<file path="config.mk">
export PLATFORM = sky130hd
export DESIGN_NAME = var_shift_packer
export DESIGN_NICKNAME = d
export VERILOG_FILES = /design/src/rtl/var_shift_packer.sv
export SDC_FILE = /design/constraint.sdc
export NUM_CORES = 1
export LEC_CHECK = 0
export CAP_MARGIN = 0
export CORE_MARGIN = 4
export CORE_UTILIZATION = 37
export DETAILED_ROUTE_END_ITERATION = 8
export GPL_TIMING_DRIVEN = 0
export HOLD_SLACK_MARGIN = 0.12
export PLACE_DENSITY = 0.64
export SYNTH_ARGS = -nofsm -noshare
export SYNTH_HDL_FRONTEND = slang
export SYNTH_SLANG_ARGS = --single-unit
</file>
<file path="constraint.sdc">
create_clock -name clk_i -period 2.7 [get_ports clk_i]
set_input_delay 0.27 -clock clk_i [delete_from_list [all_inputs] [get_ports clk_i]]
set_output_delay 0.27 -clock clk_i [all_outputs]
set_load 0.02 [all_outputs]
</file>
<file path="src/rtl/var_shift_packer.sv">
// var_shift_packer: packs variable-length, MSB-aligned codewords into a
// continuous MSB-first stream of DATA_W-bit words with in-band termination.
//
// state | meaning
// ------+----------------------------------------------------------
// IDLE  | no stream open, accumulator empty
// FILL  | stream open, last codeword not yet seen
// DRAIN | last codeword accepted, emitting remaining words
module var_shift_packer #(
  parameter int DATA_W   = 8,
  parameter int MAX_IN_W = 2 * DATA_W
) (
  input  logic                          clk_i,
  input  logic                          rst_ni,
  input  logic [MAX_IN_W-1:0]           data_i,
  input  logic [$clog2(MAX_IN_W+1)-1:0] len_i,
  input  logic                          last_i,
  input  logic                          vld_i,
  output logic                          rdy_o,
  output logic [DATA_W-1:0]             data_o,
  output logic [$clog2(DATA_W+1)-1:0]   vld_bits_o,
  output logic                          last_o,
  output logic                          vld_o,
  input  logic                          rdy_i,
  output logic                          idle_o
);

  localparam int ACC_W = DATA_W - 1 + MAX_IN_W;
  localparam int CNT_W = $clog2(ACC_W + 1);
  localparam int LEN_W = $clog2(MAX_IN_W + 1);
  localparam int VB_W  = $clog2(DATA_W + 1);

  localparam logic [CNT_W-1:0] DW_CNT  = CNT_W'(DATA_W);
  localparam logic [LEN_W-1:0] LEN_MAX = LEN_W'(MAX_IN_W);
  localparam logic [VB_W-1:0]  DW_VB   = VB_W'(DATA_W);

  typedef enum logic [1:0] {
    IDLE  = 2'd0,
    FILL  = 2'd1,
    DRAIN = 2'd2
  } state_t;

  state_t             state_q, state_d;
  logic [ACC_W-1:0]   acc_q, acc_d;
  logic [CNT_W-1:0]   cnt_q, cnt_d;

  logic               pop, push;
  logic [CNT_W-1:0]   cnt_pop;
  logic [ACC_W-1:0]   acc_pop;
  logic [MAX_IN_W-1:0] masked;
  logic [ACC_W-1:0]   aligned;

  // Output side: decoded purely from registered state so vld_o never
  // depends on the input handshake or rdy_i.
  always_comb begin
    data_o     = acc_q[ACC_W-1 -: DATA_W];
    vld_o      = (state_q == DRAIN) || (cnt_q >= DW_CNT);
    last_o     = (state_q == DRAIN) && (cnt_q <= DW_CNT);
    idle_o     = (state_q == IDLE);
    vld_bits_o = '0;
    if (vld_o) vld_bits_o = last_o ? cnt_q[VB_W-1:0] : DW_VB;
  end

  // Datapath: pop is applied first, then the masked codeword is ORed in
  // right after the bits that survive the pop.
  always_comb begin
    pop     = vld_o && rdy_i;
    cnt_pop = cnt_q;
    acc_pop = acc_q;
    if (pop) begin
      // Floor at zero: the final DRAIN word may hold fewer than DATA_W bits.
      cnt_pop = (cnt_q > DW_CNT) ? (cnt_q - DW_CNT) : '0;
      acc_pop = acc_q << DATA_W;
    end
    rdy_o   = (state_q != DRAIN) && (cnt_pop < DW_CNT);
    push    = vld_i && rdy_o;
    masked  = data_i & ~({MAX_IN_W{1'b1}} >> len_i);
    aligned = {masked, {(ACC_W-MAX_IN_W){1'b0}}} >> cnt_pop;
    acc_d   = acc_pop;
    cnt_d   = cnt_pop;
    if (push) begin
      acc_d = acc_pop | aligned;
      cnt_d = cnt_pop + CNT_W'(len_i);
    end
  end

  // Next-state logic; a zero-length FILL stays open until last arrives.
  always_comb begin
    state_d = state_q;
    case (state_q)
      IDLE:    if (push) state_d = last_i ? DRAIN : FILL;
      FILL:    if (push && last_i) state_d = DRAIN;
      DRAIN:   if (pop && last_o) state_d = IDLE;
      default: state_d = IDLE;
    endcase
  end

  // State and accumulator registers with synchronous active-low reset.
  always_ff @(posedge clk_i) begin
    if (!rst_ni) begin
      state_q <= IDLE;
      acc_q   <= '0;
      cnt_q   <= '0;
    end else begin
      state_q <= state_d;
      acc_q   <= acc_d;
      cnt_q   <= cnt_d;
    end
  end

  // Codeword length beyond MAX_IN_W is illegal.
  len_legal: assert property (@(posedge clk_i) disable iff (!rst_ni)
                              vld_i |-> (len_i <= LEN_MAX));

endmodule

</file>
==> Yosys cells after proc, flatten, opt, wreduce, memory -nomap -nowiden <==
Cells that the tools add are included.
{ "word_totals": {"register_bits": 30, "in_bits": 26, "out_inout_bits": 16, "wordCells": 41} }
{ "classes": {"n_addsub": 2, "n_lt_le_gt_ge": 4, "n_eq_ne": 6, "shift": 2, "n_mux": 12, "bitwise_logic": 3, "n_reduce_logical": 9} }
{ "op_table": {"columns": ["op", "count"], "rows": [
  ["$mux 23", 2],
  ["$or 23x23->23", 1],
  ["$shr 23x5->23", 1],
  ["$and 16x16->16", 1],
  ["$not 16->16", 1],
  ["$shr 16x5->16 const A", 1],
  ["$mux 5", 3],
  ["$mux 2", 4],
  ["$mux 4", 2],
  ["$logic_and 1x1->1", 6],
  ["$pmux 2 s3", 1],
  ["$add 5x5->5", 1],
  ["$ge 5x4->1 const B", 1],
  ["$gt 5x4->1 const B", 1],
  ["$le 5x4->1 const B", 1],
  ["$lt 5x4->1 const B", 1],
  ["$sub 5x4->5 const B", 1],
  ["$ne 2x1->1 const B", 2],
  ["$ne 2x2->1 const B", 2],
  ["$reduce_and 3->1", 1],
  ["$eq 2x1->1 const B", 1],
  ["$eq 2x2->1 const B", 1],
  ["$logic_not 2->1", 1],
  ["$logic_or 1x1->1", 1]
]} }

==> Longest topological paths before layout <==
Gate-level depths: netlist (run 1).
{ "logic_depth": {"word_depth": 10, "ltp_mapped": 10, "ltp_nobuf": 10} }

==> Worst setup path before layout (run 1) <==
No wires, ideal clock.
{ "synth_timing": {"kind": "reg2reg", "startpoint": "register cnt_q[3]", "endpoint": "register cnt_q[4]", "setup_time_ns": 0.128, "t_arrival_ns": 2.197, "t_required_ns": 2.572, "path_slack_ns": 0.375, "path_stages_with_launch": 11, "path_cell_list": "dfxtp_1 -> nand4bb_4 -> o21ai_4 -> inv_2 -> ha_1 -> fa_1 -> a21o_1 -> a21oi_1 -> xnor2_1 -> a21oi_1 -> nor2_1"} }
{ "synth_between": {"elab_chain_cells": 8, "word_cells_on_any_way": 12, "classes_between": "2 x add/sub; 3 x order compare; 3 x mux; 4 x reduce/logical"} }
{ "synth_rtl": {"columns": ["element", "line_no", "rtl"], "rows": [
  ["start, declared", "45", "logic [CNT_W-1:0] cnt_q, cnt_d;"],
  ["start signal, assigned", "107", "cnt_q <= cnt_d;"],
  ["$ge 5x4->1", "57", "vld_o = (state_q == DRAIN) || (cnt_q >= DW_CNT);"],
  ["$logic_or 1x1->1", "57", null],
  ["$logic_and 1x1->1", "67", "pop = vld_o && rdy_i;"],
  ["$mux 5 *", "70", "if (pop) begin"],
  ["$lt 5x4->1", "75", "rdy_o = (state_q != DRAIN) && (cnt_pop < DW_CNT);"],
  ["$logic_and 1x1->1", "75", null],
  ["$logic_and 1x1->1", "76", "push = vld_i && rdy_o;"],
  ["$mux 5 *", "81", "if (push) begin"]
]} }
Every way passes the cells marked *; elsewhere a longest branch is shown, timed or not.
A chain may end at the register's enable or synchronous reset.

==> Worst setup path after layout (run 1) <==
{ "layout_timing": {"startpoint": "register cnt_q[4]", "endpoint": "register cnt_q[4]"} }
Same word-level chain as after synthesis.

==> impl_metrics.tcl, run 1 <==
set metrics [dict create \
    status "completed" \
    hold_buffers 0 \
    h-tree-depth 2 \
    avgSynthCellArea_sq_um 8.089 \
    place_area_sq_mm 0.003030 \
    max_freq_ghz 0.3898 \
    syn_inst 312 \
    synth_edf_count 0 \
    crit_top_cell "a21oi_1" \
    peakVddDrop_v 0.0002970 \
    vias 2625 \
    skew_ps 8.830 \
    syn_nets 344 \
    drt_iter0_markers 144 \
    p_per_area_mw_per_mm2 588.1 \
    cts_buffer_depth 2 \
    grt_pass1_vias 2560 \
    worstPathCellList "buf_2, clkbuf_1, a21oi_2, inv_1, ha_1, a21oi_1, xnor2_1, a21oi_1, nor2_1" \
    clk_latency_ps 290 \
    area_growth_pct 24.29 \
    tightestPinTransition_ps 725.2 \
    gp_congestion 0.9307 \
    final_core_util_pct 48.30 \
    power_frac_seq_pct 30.1 \
    root_buffer "clkbuf_8" \
    timing.setup.critical_path_class "flop to flop" \
    numCtsBuffers 5 \
    path_clk_slew_ps 70 \
    wl_mm 8.476 \
    drtPass1Iterations 4 \
    placedCellCount 430 \
    final_common_cell "clkdlybuf4s50_1" \
    setup_ws_ps 134.9 \
    crit_fanout 10 \
    rsz0062_at_grt "false" \
    ios 42 \
    p_sw_mw 0.7390 \
    die_area_sq_mm 0.008206 \
    maxCapViolations 0 \
    dieWidth_um 90.59 \
    num_rows 29 \
    fin_crit_sh_pct 95.00 \
    mostFrequentLayoutCells "40 x clkdlybuf4s50_1, 30 x a21oi_1, 29 x dfxtp_1" \
    die_height_um 90.59 \
    crit_slowest_cell "a21oi_2" \
    seq_area_frac_synth_pct 23.80 \
    worstSetupStartpointType "flop" \
    yosysUniqueCellTypes 60 \
    final-hold-violation-count 0 \
    fin_crit_ps 2565 \
    p_int_mw 1.106 \
    cp_slowest_stage_delay_ps 520 \
    grt_pass1_wl_mm 13.74 \
    drive_gt1_share_pct 14.09 \
    comb_power_share_pct 49.1 \
    p_leak_nw 1.323 \
    ys.flop_type "dfxtp_1" \
    stdcell_count 439 \
    arrival_ps 2730 \
    drcViolationCount 0 \
    end_kind "flop" \
    port_buffers 41 \
    core-area_sq_mm 0.006495 \
    clock_sinks 30 \
    initial_utilization_pct 38.86 \
    vias_per_cell 5.979 \
    fin_hold_ws_ps 456.4 \
    detail_route.wl_per_cell_um 19.31 \
    dp.final_hpwl_mm 6.556 \
    final_area_sq_mm 0.003137 \
    n_antenna_cell 0 \
    relSlewSlack_pct 51.22 \
    yosys_warnings 0 \
    dp_slack_ps -469.0 \
    antenna_left 0 \
    pwr-share-clk_pct 20.8 \
    setup_violations 0 \
    swShare_pct 40.06 \
    yosys_register_bits 30 \
    nets 393 \
    slew_viol_final 0 \
    hold_path.class "flop to flop" \
    cts_tree "built" \
    grt_max_degree 12 \
    worstPathRequired_ps 2860 \
    synth_async_sr_flop_share_pct 0 \
    grt-ovfl-total 0 \
    netlist_area_sq_mm 0.002524 \
    grt.total_usage_pct 20.83 \
    antenna_found_initial 0 \
]
## logic make-up after synthesis
logic type / share of synthesized area, %
compound gates: 30.94
mux: 14.03
flops: 23.80
xor+xnor: 1.041
fa+ha+maj: 3.272
buf+inv: 8.577
simple gates: 18.34
## registers in the layout (all words and copies together) (netlist names)
register	count
acc_q	23
cnt_q	5
state_q	2
## per-stage QoR
stage / power [mW] / TNS [ps]
floorplan: 1.154 / 0
global placement: 1.449 / -1047
detailed placement: 1.452 / -1003
CTS: 1.838 / 0
global route: 1.946 / 0
finish: 1.845 / 0
## critical path: cells and delay by family (launching register included)
family                   cells  cell delay (ps)
flip-flops                   1              300
XOR/XNOR                     1              140
adder cells (fa/ha/maj)      1              370
buffers and inverters        3              700
AND/OR/NAND/NOR              1               50
AO/OA/AOI/OAI                3              900
## final timing paths
kind                  startpoint                   to  slack, ps  depth (start not counted)
min reg2reg  acc_q[0]$_SDFF_PN0_  acc_q[0]$_SDFF_PN0_        460                          2
max reg2reg  cnt_q[4]$_SDFF_PN0_  cnt_q[4]$_SDFF_PN0_        130                          9
max          cnt_q[4]$_SDFF_PN0_  cnt_q[4]$_SDFF_PN0_        130                          9
min          acc_q[0]$_SDFF_PN0_  acc_q[0]$_SDFF_PN0_        460                          2
## power groups by stage
stage	logic (mW)	registers, mW	clock network (mW)
after floorplan	0.602	0.552	0
after global placement	0.885	0.564	0
after detailed placement	0.888	0.564	0
after CTS	0.897	0.555	0.386
after global routing	0.973	0.564	0.409
final	0.905	0.556	0.384
## layer usage
metal,GRT usage (%),vias up,part of all wire (%)
met5,0,-,0
met4,4.209,0,1.3
met3,4.917,13,6.3
met2,33.85,103,47
met1,28.06,1245,46
li1,-,1264,-
## Yosys cell counts, drive strengths merged (4+ instances only)
library cell	count	share of area, %
o21a	4	1.2
and2	6	1.5
a21oi	31	6.3
o21ai	22	4.8
clkbuf	9	1.3
o22ai	9	2.2
nand3	9	1.8
ha	5	2.5
nor2b	5	1.2
mux2	8	3.7
o221ai	4	1.6
nor2	24	3.6
a211oi	5	1.5
dfxtp	30	24
inv	9	1.3
o211ai	5	1.5
buf	21	5.9
nand2b	4	0.99
nand2	20	3.0
mux2i	26	10
nor3	9	1.8
## timing repair
| item | in CTS | in global routing |
|---|---|---|
| endpoints found under the hold margin | 0 | 0 |
| gates resized for setup | 3 | 1 |
| endpoints found under the setup margin | 2 | 2 |
| gates cloned | 0 | 0 |
| pin swaps | 1 | 1 |
| buffers inserted | 1 | 0 |
## final cells by class
cell class,instances,area [sq um]
plain buffers,30,182.7
clock buffers,7,86.33
clock inverters,1,5.005
fillers,663,3358
inverters,9,33.78
multi-input cells,243,1714
flip-flops and latches,30,601.8
well taps,77,96.34
repair buffers,42,416.7
No activity file was read; power rests on OpenSTA's default activity.
==> inputs of run 2 (changes only) <==
--- a/config.mk
+++ b/config.mk
@@ -12,6 +12,7 @@
 export GPL_TIMING_DRIVEN = 0
 export HOLD_SLACK_MARGIN = 0.12
 export PLACE_DENSITY = 0.64
+export REMOVE_ABC_BUFFERS = 1
 export SYNTH_ARGS = -nofsm -noshare
 export SYNTH_HDL_FRONTEND = slang
 export SYNTH_SLANG_ARGS = --single-unit
==> impl_metrics.tcl, run 2 (same netlist as run 1, synthesis figures left out) <==
set metrics [dict create \
    status "finished with violations" \
    violations "capacitance limit, slew limit" \
    area_growth_pct 20.87 \
    setup_ws_ps 188.0 \
    crit_fanout 18 \
    arrival_ps 2710 \
    grt-ovfl-total 0 \
    tightestPinTransition_ps 1498 \
    num_rows 29 \
    n_antenna_cell 0 \
    grt.total_usage_pct 18.66 \
    nFillCells 643 \
    maxCapViolations 1 \
    slew_viol_final 1 \
    port_buffers 41 \
    path_clk_slew_ps 80 \
    final_common_cell "clkdlybuf4s50_1" \
    die_area_sq_mm 0.008206 \
    crit_slowest_cell "nor4b_4" \
    cts_tree "built" \
    core-area_sq_mm 0.006495 \
    fin_crit_sh_pct 93.04 \
    h-tree-depth 2 \
    antenna_found_initial 0 \
    largest_reg_flops 23 \
    placedCellCount 401 \
    cpLargestDelayFamily "simple AND/OR/NAND/NOR gates" \
    regMostFlops "acc_q" \
    clock_sinks 30 \
    clk_latency_ps 300 \
    p_per_area_mw_per_mm2 592.6 \
    drtPass1Iterations 5 \
    cts_buffer_depth 2 \
    grt_max_degree 28 \
    path_buf_inv 0 \
    detail_route.wl_per_cell_um 18.96 \
    dieWidth_um 90.59 \
    seq_area_sq_um 601.8 \
    grt_pass1_wl_mm 12.39 \
    drcViolationCount 0 \
    mostFrequentLayoutCells "40 x clkdlybuf4s50_1, 30 x a21oi_1, 29 x dfxtp_1" \
    nets 371 \
    timing.setup.critical_path_class "flop to flop" \
    wl_mm 7.905 \
    worstPathCellList "nor4b_4, nand2_1, nor2_1, a32oi_1, o31ai_1" \
    r2r_setup_slack_ps 190 \
    antenna_left 0 \
    drive_gt1_share_pct 11.47 \
    gp_congestion 0.8870 \
    vias_per_cell 6.206 \
    ios 42 \
    drt_iter0_markers 295 \
    dp.final_hpwl_mm 5.186 \
    max_freq_ghz 0.3981 \
    final-hold-violation-count 0 \
    peakVddDrop_v 0.0002572 \
    worstSetupStartpointType "flop" \
    worstPathRequired_ps 2900 \
    cp_slowest_stage_delay_ps 860 \
    root_buffer "clkbuf_8" \
    reg_top3 "acc_q: 23 flops, cnt_q: 5 flops, state_q: 2 flops" \
    p_leak_nw 1.252 \
    end_kind "flop" \
    hold_path.class "flop to flop" \
    fin_crit_ps 2512 \
    rsz0062_at_grt "false" \
    relSlewSlack_pct -0.1326 \
    die_height_um 90.59 \
    setup_violations 0 \
    vias 2588 \
    skew_ps 15.12 \
    numCtsBuffers 5 \
    fin_hold_ws_ps 461.6 \
    grt_pass1_vias 2312 \
    multi_input_area_sq_mm 0.001758 \
    initial_utilization_pct 38.86 \
    stdcell_count 417 \
    dp_slack_ps -1044 \
]
-- run 2: final cells by class --
type,count,area share [%]
Clock buffer,6,2.707
Clock inverter,2,0.4102
Inverter,9,1.107
Multi-Input combinational cell,246,57.63
Sequential cell,30,19.73
Tap cell,77,3.158
Timing Repair Buffer,47,15.26
-- run 2: tightest hold or removal path, stage by stage (launching register included) --
cell     delay [ps]
dfxtp_1         320
nand2_1          50
a21oi_1          50
-- run 2: stage by stage --
| step | area (sq um) | setup TNS, ps | util, % | power (mW) |
|---|---|---|---|---|
| after floorplan | 2341 | -286.5 | - | 1.086 |
| after global placement | 2848 | -18300 | 43.85 | 1.350 |
| after detailed placement | 2867 | -13000 | 44.13 | 1.362 |
| after CTS | 3012 | 0 | 46.37 | 1.782 |
| after global routing | 3050 | 0 | 46.97 | 1.911 |
| final | 3050 | 0 | 46.97 | 1.808 |
-- run 2: power by group --
| part | switching (mW) | internal (mW) |
|---|---|---|
| logic | 0.464 | 0.357 |
| registers | 0.0735 | 0.509 |
| clock network | 0.199 | 0.205 |
-- run 2: timing repair --
item | in CTS | in global routing
hold buffers | 0 | 0
endpoints found under the setup margin | 22 | 8
resized for setup | 2 | 2
pin swaps | 3 | 1
gates cloned | 2 | 1
buffers inserted | 2 | 3
-- run 2: final timing paths --
check,startpoint,end,cells past startpoint
worst max-delay path,cnt_q[4]$_SDFF_PN0_,acc_q[15]$_SDFF_PN0_,5
worst min-delay path,acc_q[0]$_SDFF_PN0_,acc_q[0]$_SDFF_PN0_,2
worst max register to register,cnt_q[4]$_SDFF_PN0_,acc_q[15]$_SDFF_PN0_,5
worst min register to register,acc_q[0]$_SDFF_PN0_,acc_q[0]$_SDFF_PN0_,2
-- run 2: per-layer routing --
layer / GRT usage [%] / up-vias / routed length, um
li1: - / 1227 / -
met1: 26.52 / 1200 / 3519
met2: 28.72 / 139 / 3551
met3: 3.250 / 22 / 650
met4: 5.230 / 0 / 183
met5: 0 / - / 0
==> inputs of run 3 (changes only) <==
--- a/config.mk
+++ b/config.mk
@@ -6,12 +6,14 @@
 export NUM_CORES = 1
 export LEC_CHECK = 0
 export CAP_MARGIN = 0
+export CELL_PAD_IN_SITES_DETAIL_PLACEMENT = 1
+export CELL_PAD_IN_SITES_GLOBAL_PLACEMENT = 1
 export CORE_MARGIN = 4
 export CORE_UTILIZATION = 37
 export DETAILED_ROUTE_END_ITERATION = 8
 export GPL_TIMING_DRIVEN = 0
 export HOLD_SLACK_MARGIN = 0.12
-export PLACE_DENSITY = 0.64
+export PLACE_DENSITY = 0.81
 export REMOVE_ABC_BUFFERS = 1
 export SYNTH_ARGS = -nofsm -noshare
 export SYNTH_HDL_FRONTEND = slang
==> impl_metrics.tcl, run 3 (same netlist as run 1, synthesis figures left out) <==
set metrics [dict create \
    wl_mm 8.883 \
    reg_top3 "acc_q: 23 flops, cnt_q: 5 flops, state_q: 2 flops" \
    grt.total_usage_pct 20.62 \
    vias_per_cell 6.332 \
    slew_viol_final 0 \
    max_freq_ghz 0.4007 \
    dp.final_hpwl_mm 5.952 \
    ios 42 \
    worstSetupStartpointType "input pin" \
    cts_buffer_depth 2 \
    detail_route.wl_per_cell_um 21.20 \
    crit_slowest_cell "clkdlybuf4s50_1" \
    skew_ps 11.92 \
    arrival_ps 2700 \
    path_buf_inv 1 \
    path_clk_slew_ps 80 \
    core-area_sq_mm 0.006495 \
    crit_fanout 15 \
    drt_iter0_markers 310 \
    cp_slowest_stage_delay_ps 860 \
    timing.setup.critical_path_class "input pin to flop" \
    worstPathCellList "clkdlybuf4s50_1, o21ai_0, a21boi_0, mux2i_1, mux2i_1, o221ai_1, o22ai_1" \
    worstHoldPathCells 2 \
    grt_max_degree 28 \
    die_height_um 90.59 \
    worstPathRequired_ps 2900 \
    tightestPinTransition_ps 1409 \
    cts_tree "built" \
    r2r_setup_slack_ps 210 \
    h-tree-depth 2 \
    vias 2653 \
    cpLargestDelayFamily "compound AO/OA/AOI/OAI gates" \
    reg2reg_from "state_q[0]$_SDFFE_PN0P_" \
    rr_endpoint "cnt_q[4]$_SDFF_PN0_" \
    drtPass1Iterations 4 \
    p_per_area_mw_per_mm2 600.2 \
    hold-path-endpoint "acc_q[0]$_SDFF_PN0_" \
    regMostFlops "acc_q" \
    num_rows 29 \
    p_leak_nw 1.255 \
    hold_path.class "flop to flop" \
    root_buffer "clkbuf_8" \
    setup_tns_ps 0 \
    fin_crit_ps 2496 \
    critPathLaunch "len_i[1]" \
    clk_latency_ps 290 \
    grt-ovfl-total 0 \
    holdCritStartpoint "acc_q[0]$_SDFF_PN0_" \
    port_buffers 41 \
    drcViolationCount 0 \
    clock_sinks 30 \
    relSlewSlack_pct 5.791 \
    mostFrequentLayoutCells "40 x clkdlybuf4s50_1, 30 x a21oi_1, 28 x dfxtp_1" \
    grt_pass1_vias 2599 \
    largest_reg_flops 23 \
    end_kind "flop" \
    drive_gt1_share_pct 12.57 \
    crit_top_cell "mux2i_1" \
    initial_utilization_pct 38.86 \
    nets 373 \
    area_growth_pct 21.42 \
    setup_violations 0 \
    peakVddDrop_v 0.0002263 \
    maxCapViolations 0 \
    dieWidth_um 90.59 \
    final-hold-violation-count 0 \
    numCtsBuffers 5 \
    die_area_sq_mm 0.008206 \
    final_common_cell "clkdlybuf4s50_1" \
    fin_crit_sh_pct 92.43 \
    gp_congestion 0.8722 \
    status "completed" \
    grt_pass1_wl_mm 13.67 \
    setup_ws_ps 204.3 \
    n_antenna_cell 0 \
    antenna_found_initial 0 \
    antenna_left 0 \
    reg2reg_depth 10 \
    total_power_mw 1.839 \
    dp_slack_ps -1086 \
    rsz0062_at_grt "false" \
]
## run 3: cell count changes in the layout (fill, tap and decap cells not counted)
| cell | change |
|---|---|
| and2b_1 | -1 |
| dfxtp_2 | +1 |
| dlymetal6s2s_1 | -1 |
| and2b_2 | +1 |
| buf_4 | +2 |
| dlygate4sd2_1 | +1 |
| dfxtp_1 | -1 |
## run 3: routing by layer
layer	vias up	track usage, %	wire length (um)
li1	1232	-	-
met1	1282	27.08	3770
met2	119	33.91	4206
met3	20	3.583	670
met4	0	7.015	235
met5	-	0	0
## run 3: final cells by class
| type | count | area (sq um) |
|---|---|---|
| clock buffer | 6 | 82.58 |
| clock inverter | 2 | 12.51 |
| fill | 781 | 3431 |
| inverter | 9 | 33.78 |
| multi-input combinational | 246 | 1759 |
| sequential | 30 | 603.1 |
| tap | 77 | 96.34 |
| timing repair buffer | 49 | 476.7 |
## run 3: repair_timing
item	4_1_cts	5_1_grt
gates resized for setup	4	2
hold buffers	0	0
gates cloned	2	1
setup buffers	2	5
pin swaps	3	3
setup endpoints to repair	22	6
## run 3: tightest hold or removal path: cells and delay by family, from the launching register on
| family | cells | cell delay [ps] |
|---|---|---|
| DFF | 1 | 320 |
| AOI/OAI and AO/OA | 1 | 50 |
| and+or+nand+nor | 1 | 50 |
## run 3: report_power, final
group / switching [mW] / internal (mW) / total [mW] / leakage [nW]
clock: 0.196 / 0.205 / 0.401 / 0.0472
sequential: 0.0768 / 0.509 / 0.586 / 0.246
combinational: 0.487 / 0.365 / 0.852 / 0.962
total: 0.760 / 1.08 / 1.84 / 1.26
## run 3: metrics by stage
| stage | hold WS [ps] | util [%] | area, sq um | instances |
|---|---|---|---|---|
| after detailed placement | 463.5 | 44.13 | 2867 | 401 |
| after global placement | 442.0 | 43.85 | 2848 | 400 |
| after CTS | 474.3 | 46.37 | 3012 | 413 |
| after floorplan | 384.4 | - | 2341 | 282 |
| final | 469.8 | 47.18 | 3064 | 419 |
| after global routing | 513.0 | 47.18 | 3064 | 419 |
## run 3: worst max-delay path by stage
stage | cells after the start | slack [ps] | to
after floorplan | 9 | -290 | cnt_q[4]$_SDFF_PN0_
after global placement | 10 | -1490 | cnt_q[4]$_SDFF_PN0_
after detailed placement | 10 | -1090 | cnt_q[4]$_SDFF_PN0_
after CTS | 4 | 10 | acc_q[18]$_SDFF_PN0_
after global routing | 7 | 30 | acc_q[16]$_SDFF_PN0_
final | 7 | 200 | acc_q[16]$_SDFF_PN0_
